[src/rtl/openmips_kimweng_sopc_pkg.sv]
// openmips_kimweng_sopc_pkg: shared address map, bus widths, reset levels and flash FSM states
package openmips_kimweng_sopc_pkg;
  localparam int WB_AW = 32;
  localparam int WB_DW = 32;
  localparam int WB_SW = WB_DW / 8;
  localparam logic RstEnable = 1'b1;
  localparam logic RstDisable = 1'b0;
  localparam logic [3:0] REGION_SDR = 4'h0;
  localparam logic [3:0] REGION_UART = 4'h1;
  localparam logic [3:0] REGION_GPIO = 4'h2;
  localparam logic [3:0] REGION_FLASH = 4'h3;
  typedef enum logic [1:0] {F_IDLE, F_READ, F_ACK} flash_state_e;
endpackage

[src/rtl/openmips_kimweng_sopc_if.sv]
// openmips_kimweng_sopc_if: classic Wishbone bus between one master and one slave
interface openmips_kimweng_sopc_if;
  import openmips_kimweng_sopc_pkg::*;
  logic cyc, stb, we, ack;
  logic [WB_SW-1:0] sel;
  logic [WB_AW-1:0] adr;
  logic [WB_DW-1:0] wdat, rdat;
  modport master(output cyc, stb, we, sel, adr, wdat, input ack, rdat);
  modport slave(input cyc, stb, we, sel, adr, wdat, output ack, rdat);
endinterface

[src/rtl/openmips_kimweng_sopc_flash_ctrl_wb.sv]
// openmips_kimweng_sopc_flash_ctrl_wb: byte-serial NOR flash reader assembling big-endian words
module openmips_kimweng_sopc_flash_ctrl_wb
  import openmips_kimweng_sopc_pkg::*;
#(
  parameter int FLASH_WAIT = 4
) (
  input  logic clk,
  input  logic rst,
  openmips_kimweng_sopc_if.slave bus,
  input  logic [7:0] flash_data_i,
  output logic [31:0] flash_addr_o,
  output logic flash_ce_o,
  output logic flash_oe_o
);
  flash_state_e state;
  logic [1:0] byte_idx;
  logic [3:0] wait_cnt;
  logic unused_bits;
  assign unused_bits = ^{bus.sel, bus.wdat, bus.adr[31:28], bus.adr[1:0]};
  always_ff @(posedge clk)
    if (rst == RstEnable) begin
      state <= F_IDLE;
      byte_idx <= '0;
      wait_cnt <= '0;
      bus.ack <= 1'b0;
      bus.rdat <= '0;
      flash_addr_o <= '0;
      flash_ce_o <= 1'b1;
      flash_oe_o <= 1'b1;
    end else
      case (state)
        F_IDLE: begin
          bus.ack <= bus.cyc & bus.stb & bus.we & ~bus.ack;
          if (bus.cyc && bus.stb && !bus.we) begin
            state <= F_READ;
            byte_idx <= '0;
            wait_cnt <= '0;
            flash_addr_o <= {4'h0, bus.adr[27:2], 2'b00};
            flash_ce_o <= 1'b0;
            flash_oe_o <= 1'b0;
          end
        end
        F_READ:
          if (!bus.cyc) begin
            state <= F_IDLE;
            flash_ce_o <= 1'b1;
            flash_oe_o <= 1'b1;
          end else if (wait_cnt == 4'(FLASH_WAIT - 1)) begin
            wait_cnt <= '0;
            bus.rdat <= {bus.rdat[23:0], flash_data_i};
            if (byte_idx == 2'd3) begin
              state <= F_ACK;
              bus.ack <= 1'b1;
            end else begin
              byte_idx <= byte_idx + 2'd1;
              flash_addr_o[1:0] <= byte_idx + 2'd1;
            end
          end else
            wait_cnt <= wait_cnt + 4'd1;
        default: begin
          state <= F_IDLE;
          bus.ack <= 1'b0;
          flash_ce_o <= 1'b1;
          flash_oe_o <= 1'b1;
        end
      endcase
endmodule

[src/rtl/openmips_kimweng_sopc.sv]
// openmips_kimweng_sopc: SoC fabric joining CPU Wishbone masters to SDRAM, UART, GPIO, flash and a default slave
module openmips_kimweng_sopc
  import openmips_kimweng_sopc_pkg::*;
#(
  parameter int FLASH_WAIT = 4,
  parameter int GPIO_IN_W = 16
) (
  input  logic clk,
  input  logic rst,
  openmips_kimweng_sopc_if.slave iwb,
  openmips_kimweng_sopc_if.slave dwb,
  openmips_kimweng_sopc_if.master uart_bus,
  openmips_kimweng_sopc_if.master sdr_bus,
  input  logic timer_int,
  input  logic uart_int,
  output logic [5:0] cpu_int,
  input  logic [GPIO_IN_W-1:0] gpio_i,
  output logic [31:0] gpio_o,
  input  logic [7:0] flash_data_i,
  output logic [31:0] flash_addr_o,
  output logic flash_we_o,
  output logic flash_rst_o,
  output logic flash_oe_o,
  output logic flash_ce_o
);
  openmips_kimweng_sopc_if fbus ();
  logic gnt, gnt_q, busy_q;
  logic cyc, stb, we, ack, gpio_ack, dflt_ack, gpio_int;
  logic [WB_SW-1:0] sel;
  logic [WB_AW-1:0] adr;
  logic [WB_DW-1:0] wdat, rdat, gpio_rdat, lane;
  logic [3:0] region;
  logic hit_sdr, hit_uart, hit_gpio, hit_flash, hit_dflt;
  logic [GPIO_IN_W-1:0] sync1, sync2, mask;
  // Owner is held for one extra cycle after its cyc drops so slaves always see an idle gap
  assign gnt = busy_q ? gnt_q : dwb.cyc;
  assign cyc = gnt ? dwb.cyc : iwb.cyc;
  assign stb = gnt ? dwb.stb : iwb.stb;
  assign we = gnt ? dwb.we : iwb.we;
  assign sel = gnt ? dwb.sel : iwb.sel;
  assign adr = gnt ? dwb.adr : iwb.adr;
  assign wdat = gnt ? dwb.wdat : iwb.wdat;
  assign region = adr[31:28];
  assign hit_sdr = region == REGION_SDR;
  assign hit_uart = region == REGION_UART;
  assign hit_gpio = region == REGION_GPIO;
  assign hit_flash = region == REGION_FLASH;
  assign hit_dflt = region > REGION_FLASH;
  assign sdr_bus.cyc = cyc & hit_sdr;
  assign sdr_bus.stb = stb & hit_sdr;
  assign sdr_bus.we = we;
  assign sdr_bus.sel = sel;
  assign sdr_bus.adr = adr;
  assign sdr_bus.wdat = wdat;
  assign uart_bus.cyc = cyc & hit_uart;
  assign uart_bus.stb = stb & hit_uart;
  assign uart_bus.we = we;
  assign uart_bus.sel = sel;
  assign uart_bus.adr = adr;
  assign uart_bus.wdat = wdat;
  assign fbus.cyc = cyc & hit_flash;
  assign fbus.stb = stb & hit_flash;
  assign fbus.we = we;
  assign fbus.sel = sel;
  assign fbus.adr = adr;
  assign fbus.wdat = wdat;
  assign ack = cyc & (hit_sdr ? sdr_bus.ack : hit_uart ? uart_bus.ack : hit_gpio ? gpio_ack :
                      hit_flash ? fbus.ack : dflt_ack);
  assign rdat = hit_sdr ? sdr_bus.rdat : hit_uart ? uart_bus.rdat : hit_gpio ? gpio_rdat :
                hit_flash ? fbus.rdat : '0;
  assign dwb.ack = gnt & ack;
  assign iwb.ack = ~gnt & ack;
  assign dwb.rdat = gnt ? rdat : '0;
  assign iwb.rdat = gnt ? '0 : rdat;
  assign lane = {{8{sel[3]}}, {8{sel[2]}}, {8{sel[1]}}, {8{sel[0]}}};
  assign gpio_int = |(sync2 & mask);
  assign cpu_int = {3'b000, gpio_int, uart_int, timer_int};
  assign flash_we_o = 1'b1;
  assign flash_rst_o = ~rst;
  always_ff @(posedge clk)
    if (rst == RstEnable) begin
      gnt_q <= 1'b0;
      busy_q <= 1'b0;
      sync1 <= '0;
      sync2 <= '0;
      mask <= '0;
      gpio_o <= '0;
      gpio_ack <= 1'b0;
      gpio_rdat <= '0;
      dflt_ack <= 1'b0;
    end else begin
      gnt_q <= gnt;
      busy_q <= cyc;
      sync1 <= gpio_i;
      sync2 <= sync1;
      gpio_ack <= cyc & stb & hit_gpio & ~gpio_ack;
      dflt_ack <= cyc & stb & hit_dflt & ~dflt_ack;
      gpio_rdat <= adr[3:2] == 2'd0 ? WB_DW'(sync2) : adr[3:2] == 2'd1 ? gpio_o :
                   adr[3:2] == 2'd2 ? WB_DW'(mask) : '0;
      if (cyc && stb && we && hit_gpio && !gpio_ack) begin
        if (adr[3:2] == 2'd1) gpio_o <= (gpio_o & ~lane) | (wdat & lane);
        if (adr[3:2] == 2'd2) mask <= wdat[GPIO_IN_W-1:0];
      end
    end
  openmips_kimweng_sopc_flash_ctrl_wb #(.FLASH_WAIT(FLASH_WAIT)) u_flash (
    .clk(clk),
    .rst(rst),
    .bus(fbus),
    .flash_data_i(flash_data_i),
    .flash_addr_o(flash_addr_o),
    .flash_ce_o(flash_ce_o),
    .flash_oe_o(flash_oe_o)
  );
endmodule

[src/flat_wrapper.sv]
// flat-port wrapper written by rule: the top's interface ports become plain ports
module openmips_kimweng_sopc_flat import openmips_kimweng_sopc_pkg::*;
#(
  parameter int FLASH_WAIT = 4,
  parameter int GPIO_IN_W = 16
)
  (clk, rst, timer_int, uart_int, cpu_int, gpio_i, gpio_o, flash_data_i, flash_addr_o, flash_we_o, flash_rst_o, flash_oe_o, flash_ce_o, iwb_cyc, iwb_stb, iwb_we, iwb_sel, iwb_adr, iwb_wdat, iwb_ack, iwb_rdat, dwb_cyc, dwb_stb, dwb_we, dwb_sel, dwb_adr, dwb_wdat, dwb_ack, dwb_rdat, uart_bus_cyc, uart_bus_stb, uart_bus_we, uart_bus_sel, uart_bus_adr, uart_bus_wdat, uart_bus_ack, uart_bus_rdat, sdr_bus_cyc, sdr_bus_stb, sdr_bus_we, sdr_bus_sel, sdr_bus_adr, sdr_bus_wdat, sdr_bus_ack, sdr_bus_rdat);
  openmips_kimweng_sopc_if iwb_i ();
  openmips_kimweng_sopc_if dwb_i ();
  openmips_kimweng_sopc_if uart_bus_i ();
  openmips_kimweng_sopc_if sdr_bus_i ();
  input  logic clk;
  input  logic rst;
  input  logic timer_int;
  input  logic uart_int;
  output logic [5:0] cpu_int;
  input  logic [GPIO_IN_W-1:0] gpio_i;
  output logic [31:0] gpio_o;
  input  logic [7:0] flash_data_i;
  output logic [31:0] flash_addr_o;
  output logic flash_we_o;
  output logic flash_rst_o;
  output logic flash_oe_o;
  output logic flash_ce_o;
  input wire logic [$bits(iwb_i.cyc)-1:0] iwb_cyc;
  input wire logic [$bits(iwb_i.stb)-1:0] iwb_stb;
  input wire logic [$bits(iwb_i.we)-1:0] iwb_we;
  input wire logic [$bits(iwb_i.sel)-1:0] iwb_sel;
  input wire logic [$bits(iwb_i.adr)-1:0] iwb_adr;
  input wire logic [$bits(iwb_i.wdat)-1:0] iwb_wdat;
  output wire logic [$bits(iwb_i.ack)-1:0] iwb_ack;
  output wire logic [$bits(iwb_i.rdat)-1:0] iwb_rdat;
  input wire logic [$bits(dwb_i.cyc)-1:0] dwb_cyc;
  input wire logic [$bits(dwb_i.stb)-1:0] dwb_stb;
  input wire logic [$bits(dwb_i.we)-1:0] dwb_we;
  input wire logic [$bits(dwb_i.sel)-1:0] dwb_sel;
  input wire logic [$bits(dwb_i.adr)-1:0] dwb_adr;
  input wire logic [$bits(dwb_i.wdat)-1:0] dwb_wdat;
  output wire logic [$bits(dwb_i.ack)-1:0] dwb_ack;
  output wire logic [$bits(dwb_i.rdat)-1:0] dwb_rdat;
  output wire logic [$bits(uart_bus_i.cyc)-1:0] uart_bus_cyc;
  output wire logic [$bits(uart_bus_i.stb)-1:0] uart_bus_stb;
  output wire logic [$bits(uart_bus_i.we)-1:0] uart_bus_we;
  output wire logic [$bits(uart_bus_i.sel)-1:0] uart_bus_sel;
  output wire logic [$bits(uart_bus_i.adr)-1:0] uart_bus_adr;
  output wire logic [$bits(uart_bus_i.wdat)-1:0] uart_bus_wdat;
  input wire logic [$bits(uart_bus_i.ack)-1:0] uart_bus_ack;
  input wire logic [$bits(uart_bus_i.rdat)-1:0] uart_bus_rdat;
  output wire logic [$bits(sdr_bus_i.cyc)-1:0] sdr_bus_cyc;
  output wire logic [$bits(sdr_bus_i.stb)-1:0] sdr_bus_stb;
  output wire logic [$bits(sdr_bus_i.we)-1:0] sdr_bus_we;
  output wire logic [$bits(sdr_bus_i.sel)-1:0] sdr_bus_sel;
  output wire logic [$bits(sdr_bus_i.adr)-1:0] sdr_bus_adr;
  output wire logic [$bits(sdr_bus_i.wdat)-1:0] sdr_bus_wdat;
  input wire logic [$bits(sdr_bus_i.ack)-1:0] sdr_bus_ack;
  input wire logic [$bits(sdr_bus_i.rdat)-1:0] sdr_bus_rdat;
  assign iwb_i.cyc = iwb_cyc;
  assign iwb_i.stb = iwb_stb;
  assign iwb_i.we = iwb_we;
  assign iwb_i.sel = iwb_sel;
  assign iwb_i.adr = iwb_adr;
  assign iwb_i.wdat = iwb_wdat;
  assign iwb_ack = iwb_i.ack;
  assign iwb_rdat = iwb_i.rdat;
  assign dwb_i.cyc = dwb_cyc;
  assign dwb_i.stb = dwb_stb;
  assign dwb_i.we = dwb_we;
  assign dwb_i.sel = dwb_sel;
  assign dwb_i.adr = dwb_adr;
  assign dwb_i.wdat = dwb_wdat;
  assign dwb_ack = dwb_i.ack;
  assign dwb_rdat = dwb_i.rdat;
  assign uart_bus_cyc = uart_bus_i.cyc;
  assign uart_bus_stb = uart_bus_i.stb;
  assign uart_bus_we = uart_bus_i.we;
  assign uart_bus_sel = uart_bus_i.sel;
  assign uart_bus_adr = uart_bus_i.adr;
  assign uart_bus_wdat = uart_bus_i.wdat;
  assign uart_bus_i.ack = uart_bus_ack;
  assign uart_bus_i.rdat = uart_bus_rdat;
  assign sdr_bus_cyc = sdr_bus_i.cyc;
  assign sdr_bus_stb = sdr_bus_i.stb;
  assign sdr_bus_we = sdr_bus_i.we;
  assign sdr_bus_sel = sdr_bus_i.sel;
  assign sdr_bus_adr = sdr_bus_i.adr;
  assign sdr_bus_wdat = sdr_bus_i.wdat;
  assign sdr_bus_i.ack = sdr_bus_ack;
  assign sdr_bus_i.rdat = sdr_bus_rdat;
  openmips_kimweng_sopc #(.FLASH_WAIT(FLASH_WAIT), .GPIO_IN_W(GPIO_IN_W)) u_core (.clk(clk), .rst(rst), .iwb(iwb_i), .dwb(dwb_i), .uart_bus(uart_bus_i), .sdr_bus(sdr_bus_i), .timer_int(timer_int), .uart_int(uart_int), .cpu_int(cpu_int), .gpio_i(gpio_i), .gpio_o(gpio_o), .flash_data_i(flash_data_i), .flash_addr_o(flash_addr_o), .flash_we_o(flash_we_o), .flash_rst_o(flash_rst_o), .flash_oe_o(flash_oe_o), .flash_ce_o(flash_ce_o));
endmodule
[config.mk]
export PLATFORM = sky130hd
export DESIGN_NAME = openmips_kimweng_sopc_flat
export DESIGN_NICKNAME = d
export VERILOG_FILES = /design/src/rtl/openmips_kimweng_sopc_pkg.sv /design/src/rtl/openmips_kimweng_sopc_if.sv /design/src/rtl/openmips_kimweng_sopc_flash_ctrl_wb.sv /design/src/rtl/openmips_kimweng_sopc.sv /design/src/flat_wrapper.sv
export SDC_FILE = /design/constraint.sdc
export NUM_CORES = 1
export LEC_CHECK = 0
export ABC_AREA = 1
export BUFFER_PORTS_ARGS = -buffer_cell sky130_fd_sc_hd__buf_2
export CORE_AREA = 2 2 199 201
export CTS_BUF_LIST = sky130_fd_sc_hd__clkbuf_16
export DETAILED_ROUTE_END_ITERATION = 6
export DIE_AREA = 0 0 201 203
export HOLD_SLACK_MARGIN = 0.06
export SYNTH_ARGS = -nofsm -noshare
export SYNTH_HDL_FRONTEND = slang
export SYNTH_SLANG_ARGS = --single-unit
[constraint.sdc]
create_clock -name clk -period 2.5 [get_ports clk]
set_clock_uncertainty 0.1 [all_clocks]
set_input_delay 0.5 -clock clk [delete_from_list [all_inputs] [get_ports clk]]
set_output_delay 0.5 -clock clk [all_outputs]
set_load 0.05 [all_outputs]
==> results.tsv, run 1 <==
metric	value	unit
average cell area after synthesis	6.60	um^2
NumNets Final	2319	
Root Driver	clkbuf_16	
Place WS	-747	ps
share of cells above drive strength 1	58.2	%
global-route wire length before repair	64300	um
Slew @ Worst Pin	1140	ps
cell taking the most area after synthesis	dfxtp_1	
dpl hpwl	31600	um
Rel. slew slack	23.9	%
Worst Path Buf+Inv	6	
P_leak	9.00	nW
synthesized area	0.00951	mm^2
WL final	53200	um
final core utilization	51.5	%
CTS tree	done	
Slowest Stage Delay on Critical Path	370	ps
Ys Warns	0	
Area growth, synth to finish	108	%
clk_lat worst skew	460	ps
GR Util met2	33.2	%
Die H	203	um
CP top delay family	buffers and inverters	
fin. max-slew vios	0	
Starting Density	24.7	%
core footprint	0.0385	mm^2
max_cap viols	0	
DRT antenna net count	0	
Placed Cells	2448	
critical path class	reg -> out	
Setup crit end kind	output port	
Worst setup SP type	register	
sequential element share of the synthesized area	38.7	%
Worst Path Required	1900	ps
GR Util met1	27.2	%
status	finished with violations	
R2R setup slack	-330	ps
grt ovf	0	
GPL Wtd Cong	0.927	
cell breakdown of the critical path	inv_1 > nand2_4 > nand3_1 > nand2_2 > nand2_8 > buf_12 > nor2_1 > buf_4 > buf_4 > buf_6 > o21ai_1 > o22ai_4 > o21ai_4 > nor2_2 > buf_6	
vias in the first global route	10925	
post-synthesis register bit count	184	
crit-path max FO	5	
Power Total	11.4	mW
Final min period	3240	ps
worst path arrival time	2640	ps
Fin. Hold Viols	0	
prevailing post-synth register cell	dfxtp_1	
Rows	72	
Clk pin slew, worst setup/hold paths	80	ps
DRT iter0 DRCs	849	
P per Cell Area	575	mW/mm^2
fmax	308	MHz
worst hold path class	in -> reg	
Die Span X	201	um
peak supply drop	0.000527	V
H-tree depth	4	
slowest CP cell	dfxtp_2	
Most Crowded Layer GR	met2	
GR Util All Layers	20.4	%
Routed wire per std cell	20.3	um
Via Count	12498	
Synth cell types	37	
met3 Resource Use GR	4.11	%
Die ar.	0.0408	mm^2
Ports	518	
Cell Count, Final, Fillers Out	2617	
clk sinks	184	
initial antenna violation count	7	
post-synth top area share	38.7	%
deepest clock path buffer count	2	
number of port buffers	505	
asr flop ratio synth	0	%
CTS Buf Count	17	
RSZ-0062 raised after global routing	yes	
Area contributors post-synth	dfxtp_1, nand2_1, a21oi_1	
EDFF count, synth	0	
failing checks	negative setup slack	
Post-Syn Instances	1441	
largest net degree at the start of global routing	99	
Final WS setup	-744	ps
DR DRC count	0	
Via-to-Cell Ratio	4.78	
Tcrit/Tclk final	130	%
# setup viols final	282	
TritonRoute pass-1 iters	7	
==> stage by stage <==
stage                     setup TNS, ps  instance area (um^2)  hold slack, ps
after floorplan                   -2800                 10300             288
after global placement          -102820                 13800             296
after detailed placement        -113490                 13800             292
after CTS                        -72400                 16000             122
after global routing            -114400                 19800             141
final                            -91620                 19800             150
==> synth_stat cells (3+ instances only) <==
master and n:
nor3_1 4, nand2_1 341, nor2_1 174, o21ai_0 133, buf_1 10, buf_2 11
a21oi_1 137, inv_2 3, a31oi_1 8, dfxtp_1 184, inv_1 153, o21ai_1 40
o22ai_1 7, buf_4 84, nor2_4 3, buf_6 7, clkbuf_1 48, o221ai_1 4
nand2_2 13, nand3_1 51, nand2_4 3
==> worst paths after layout <==
kind,from,to,depth (start not counted)
setup reg to reg,u_core.busy_q$_SDFF_PP0_,u_core.u_flash.flash_addr_o[8]$_SDFFE_PP0P_,15
hold / removal,gpio_i[8],u_core.sync1[8]$_SDFF_PP0_,3
setup / recovery,u_core.gnt_q$_SDFF_PP0_,dwb_rdat[8],15
hold reg to reg,u_core.sync1[3]$_SDFF_PP0_,u_core.sync2[3]$_SDFF_PP0_,2
==> power by group <==
group,switching [mW],internal (mW)
sequential,0.0207,2.97
combinational,3.30,2.14
clock,1.35,1.61
==> tightest hold or removal path, stage by stage <==
cell	delay, ps
buf_2	70
inv_1	30
nor2_1	60
==> layout make-up <==
cell class                 count  area [um^2]
antenna                        5         12.5
clock buffer                  17          425
clock inverter                15          190
fill                        3423        18600
inverter                     158          637
multi-input combinational    945         6840
sequential                   184         3690
tap                          518          648
timing repair buffer         774         7370
timing repair inverter         1         5.00
==> kinds of logic after synthesis <==
kind of cell	synth area share, %
buffers and inverters	16.6
xor gates and xnor gates	0.184
other	0.0790
AOI/OAI and AO/OA	18.3
and+or+nand+nor	25.9
DFF	38.7
adders and majority gates	0.263
==> per-layer routing <==
| layer | part of all wire (%) | vias to the layer above |
|---|---|---|
| met4 | 3.4 | 4 |
| met2 | 49 | 620 |
| met5 | 0.047 | - |
| li1 | - | 5772 |
| met1 | 40 | 5949 |
| met3 | 6.9 | 153 |
==> timing repair <==
action | CTS | global route
gates resized for setup | 377 | 778
hold buffers | 0 | 0
endpoints found under the setup margin | 312 | 286
cloned | 6 | 18
setup buffers | 17 | 100
pin swaps | 27 | 127
==> layout by cell type (no fill, tap or decap), types with 4 or more instances in the layout <==
cell type	n
a31oi_1	7
o21ai_1	24
a21oi_1	99
nor2_1	100
conb_1	8
clkbuf_16	31
inv_6	8
buf_6	143
diode_2	5
inv_2	6
nor2_4	62
nand2_2	27
inv_1	145
nand2_1	183
nor3_1	4
buf_8	110
a21oi_2	35
o21ai_2	56
buf_4	150
dfxtp_1	182
nand2_4	134
o21ai_4	30
inv_8	4
buf_16	5
nor2_2	17
buf_2	304
buf_12	47
o21ai_0	64
o22ai_4	7
nand3_1	45
nand2_8	14
nand3_2	7
No activity file was read; power rests on OpenSTA's default activity.
==> inputs of run 2 (changes only) <==
--- a/config.mk
+++ b/config.mk
@@ -7,11 +7,13 @@
 export LEC_CHECK = 0
 export ABC_AREA = 1
 export BUFFER_PORTS_ARGS = -buffer_cell sky130_fd_sc_hd__buf_2
+export CAP_MARGIN = 20
 export CORE_AREA = 2 2 199 201
 export CTS_BUF_LIST = sky130_fd_sc_hd__clkbuf_16
 export DETAILED_ROUTE_END_ITERATION = 6
 export DIE_AREA = 0 0 201 203
 export HOLD_SLACK_MARGIN = 0.06
+export REMOVE_ABC_BUFFERS = 1
 export SYNTH_ARGS = -nofsm -noshare
 export SYNTH_HDL_FRONTEND = slang
 export SYNTH_SLANG_ARGS = --single-unit
==> run 2 against run 1 <==
Compared with the run above: hold slack worse by 6.9 ps; final area is 19% lower; power down 14%; the flow still finishes with violations (negative setup slack); count of clock-buffer cells in the layout did not move; fmax rose by 4.1%; combinational power decreased by 24%; clock power down 12%.
==> results.tsv, run 2 (same netlist as run 1, synthesis figures left out) <==
metric	value	unit	change
status	finished with violations		
failing checks	negative setup slack		
global-route wire length before repair	63100	um	-1.8%
grt ovf	0		unchanged
max_cap viols	0		unchanged
CTS tree	done		
dpl hpwl	30600	um	-3.1%
final core utilization	41.6	%	-9.9 points
Rows	72		unchanged
GPL Wtd Cong	0.917		-1.1%
TritonRoute pass-1 iters	5		-2
Placed Cells	2452		+0.16%
Via-to-Cell Ratio	4.52		-5.3%
Die ar.	0.0408	mm^2	unchanged
fin. max-slew vios	0		unchanged
fmax	321	MHz	+4.1%
Area growth, synth to finish	68.2	%	
Root Driver	clkbuf_16		
largest net degree at the start of global routing	99		unchanged
core footprint	0.0385	mm^2	unchanged
P_leak	7.54	nW	-16%
hold_ws	143	ps	-6.90 ps
Die H	203	um	unchanged
worst hold path class	in -> reg		
Worst setup SP type	register		
DRT iter0 DRCs	659		-22%
Starting Density	24.7	%	unchanged
Die Span X	201	um	unchanged
Fin. Hold Viols	0		unchanged
clk sinks	184		unchanged
clk_lat worst skew	460	ps	about the same
H-tree depth	4		unchanged
Final min period	3120	ps	-127 ps
Worst Path Required	1900	ps	about the same
Setup crit end kind	output port		
vias in the first global route	10991		+0.60%
# setup viols final	219		-22%
worst path arrival time	2520	ps	-120 ps
Cell Count, Final, Fillers Out	2515		-3.9%
initial antenna violation count	3		-4
P per Cell Area	608	mW/mm^2	+5.9%
most frequent cells in the layout	nand2_1, buf_2, buf_4, dfxtp_1, inv_1		
Power Total	9.74	mW	-14%
Ports	518		unchanged
deepest clock path buffer count	2		unchanged
GR Util All Layers	20.4	%	-0.066 points
peak supply drop	0.000484	V	-8.2%
DRT antenna net count	0		unchanged
Final WS setup	-617	ps	+127 ps
RSZ-0062 raised after global routing	yes		
CTS Buf Count	17		unchanged
critical path class	reg -> out		
DR DRC count	0		unchanged
Via Count	11375		-9.0%
WL final	44000	um	-17%
Routed wire per std cell	17.5	um	-14%
share of cells above drive strength 1	43.6	%	-15 points
crit-path max FO	6		+1
Clk pin slew, worst setup/hold paths	70	ps	about the same
cts hold-fix bufs	0		unchanged
number of port buffers	505		unchanged
Tcrit/Tclk final	125	%	-5.1 points
commonest non-fill, non-tap cell in the layout	nand2_1		
NumNets Final	2221		-4.2%
-- run 2: routing by layer --
metal  track usage, %  part of all wire (%)
met3             4.37                   6.5
met4             10.7                   4.9
met5                0                 0.032
met2             35.3                    49
met1             23.6                    40
-- run 2: report_power, final --
part / total [mW] / internal (mW) / switching, mW
Clock: 2.59 / 1.29 / 1.30
Sequential: 2.98 / 2.97 / 0.0180
Combinational: 4.16 / 1.44 / 2.72
-- run 2: final timing paths --
| path | from | to | slack [ps] | depth (start not counted) |
|---|---|---|---|---|
| worst max register to register | u_core.busy_q$_SDFF_PP0_ | register | -60 | 15 |
| worst min-delay path | gpio_i[9] | u_core.sync1[9]$_SDFF_PP0_ | 140 | 3 |
| worst min register to register | u_core.sync1[10]$_SDFF_PP0_ | u_core.sync2[10]$_SDFF_PP0_ | 300 | 2 |
| worst max-delay path | u_core.busy_q$_SDFF_PP0_ | dwb_rdat[26] | -620 | 15 |
-- run 2: cell type report --
class                   count  area [um^2]
diodes                      2         5.00
clock buffers              17          425
clock inverters            14          115
fillers                  3926        22500
inverters                 158          613
multi-input cells         945         4970
flip-flops and latches    184         3690
well taps                 518          648
repair buffers            677         5540
-- run 2: worst max-delay path, stage by stage, from the launching register on --
cell and delay [ps]:
dfxtp_4 370, inv_4 80, nand2_8 70, nand2_8 80, nand2_4 60, nand2_4 80
nand2_1 90, nor2_4 110, buf_12 160, buf_8 140, clkbuf_16 130, a21oi_1 30
o21ai_1 130, o21ai_1 100, nor2_1 210, buf_6 200
-- run 2: what timing repair did --
item                                    in CTS  in global routing
resized for setup                          415                107
endpoints found under the setup margin     248                290
pin swaps                                   40                 43
cloned                                       9                  6
buffers inserted                            16                  2
-- run 2: stage by stage --
stage               worst slack [ps]  TNS [ps]  cell area, um^2
floorplan                      -2040   -403460             8550
global placement                -673    -53080            13300
detailed placement              -694    -56180            13300
CTS                             -663    -66140            15500
global route                    -740    -85650            16000
finish                          -617    -55250            16000
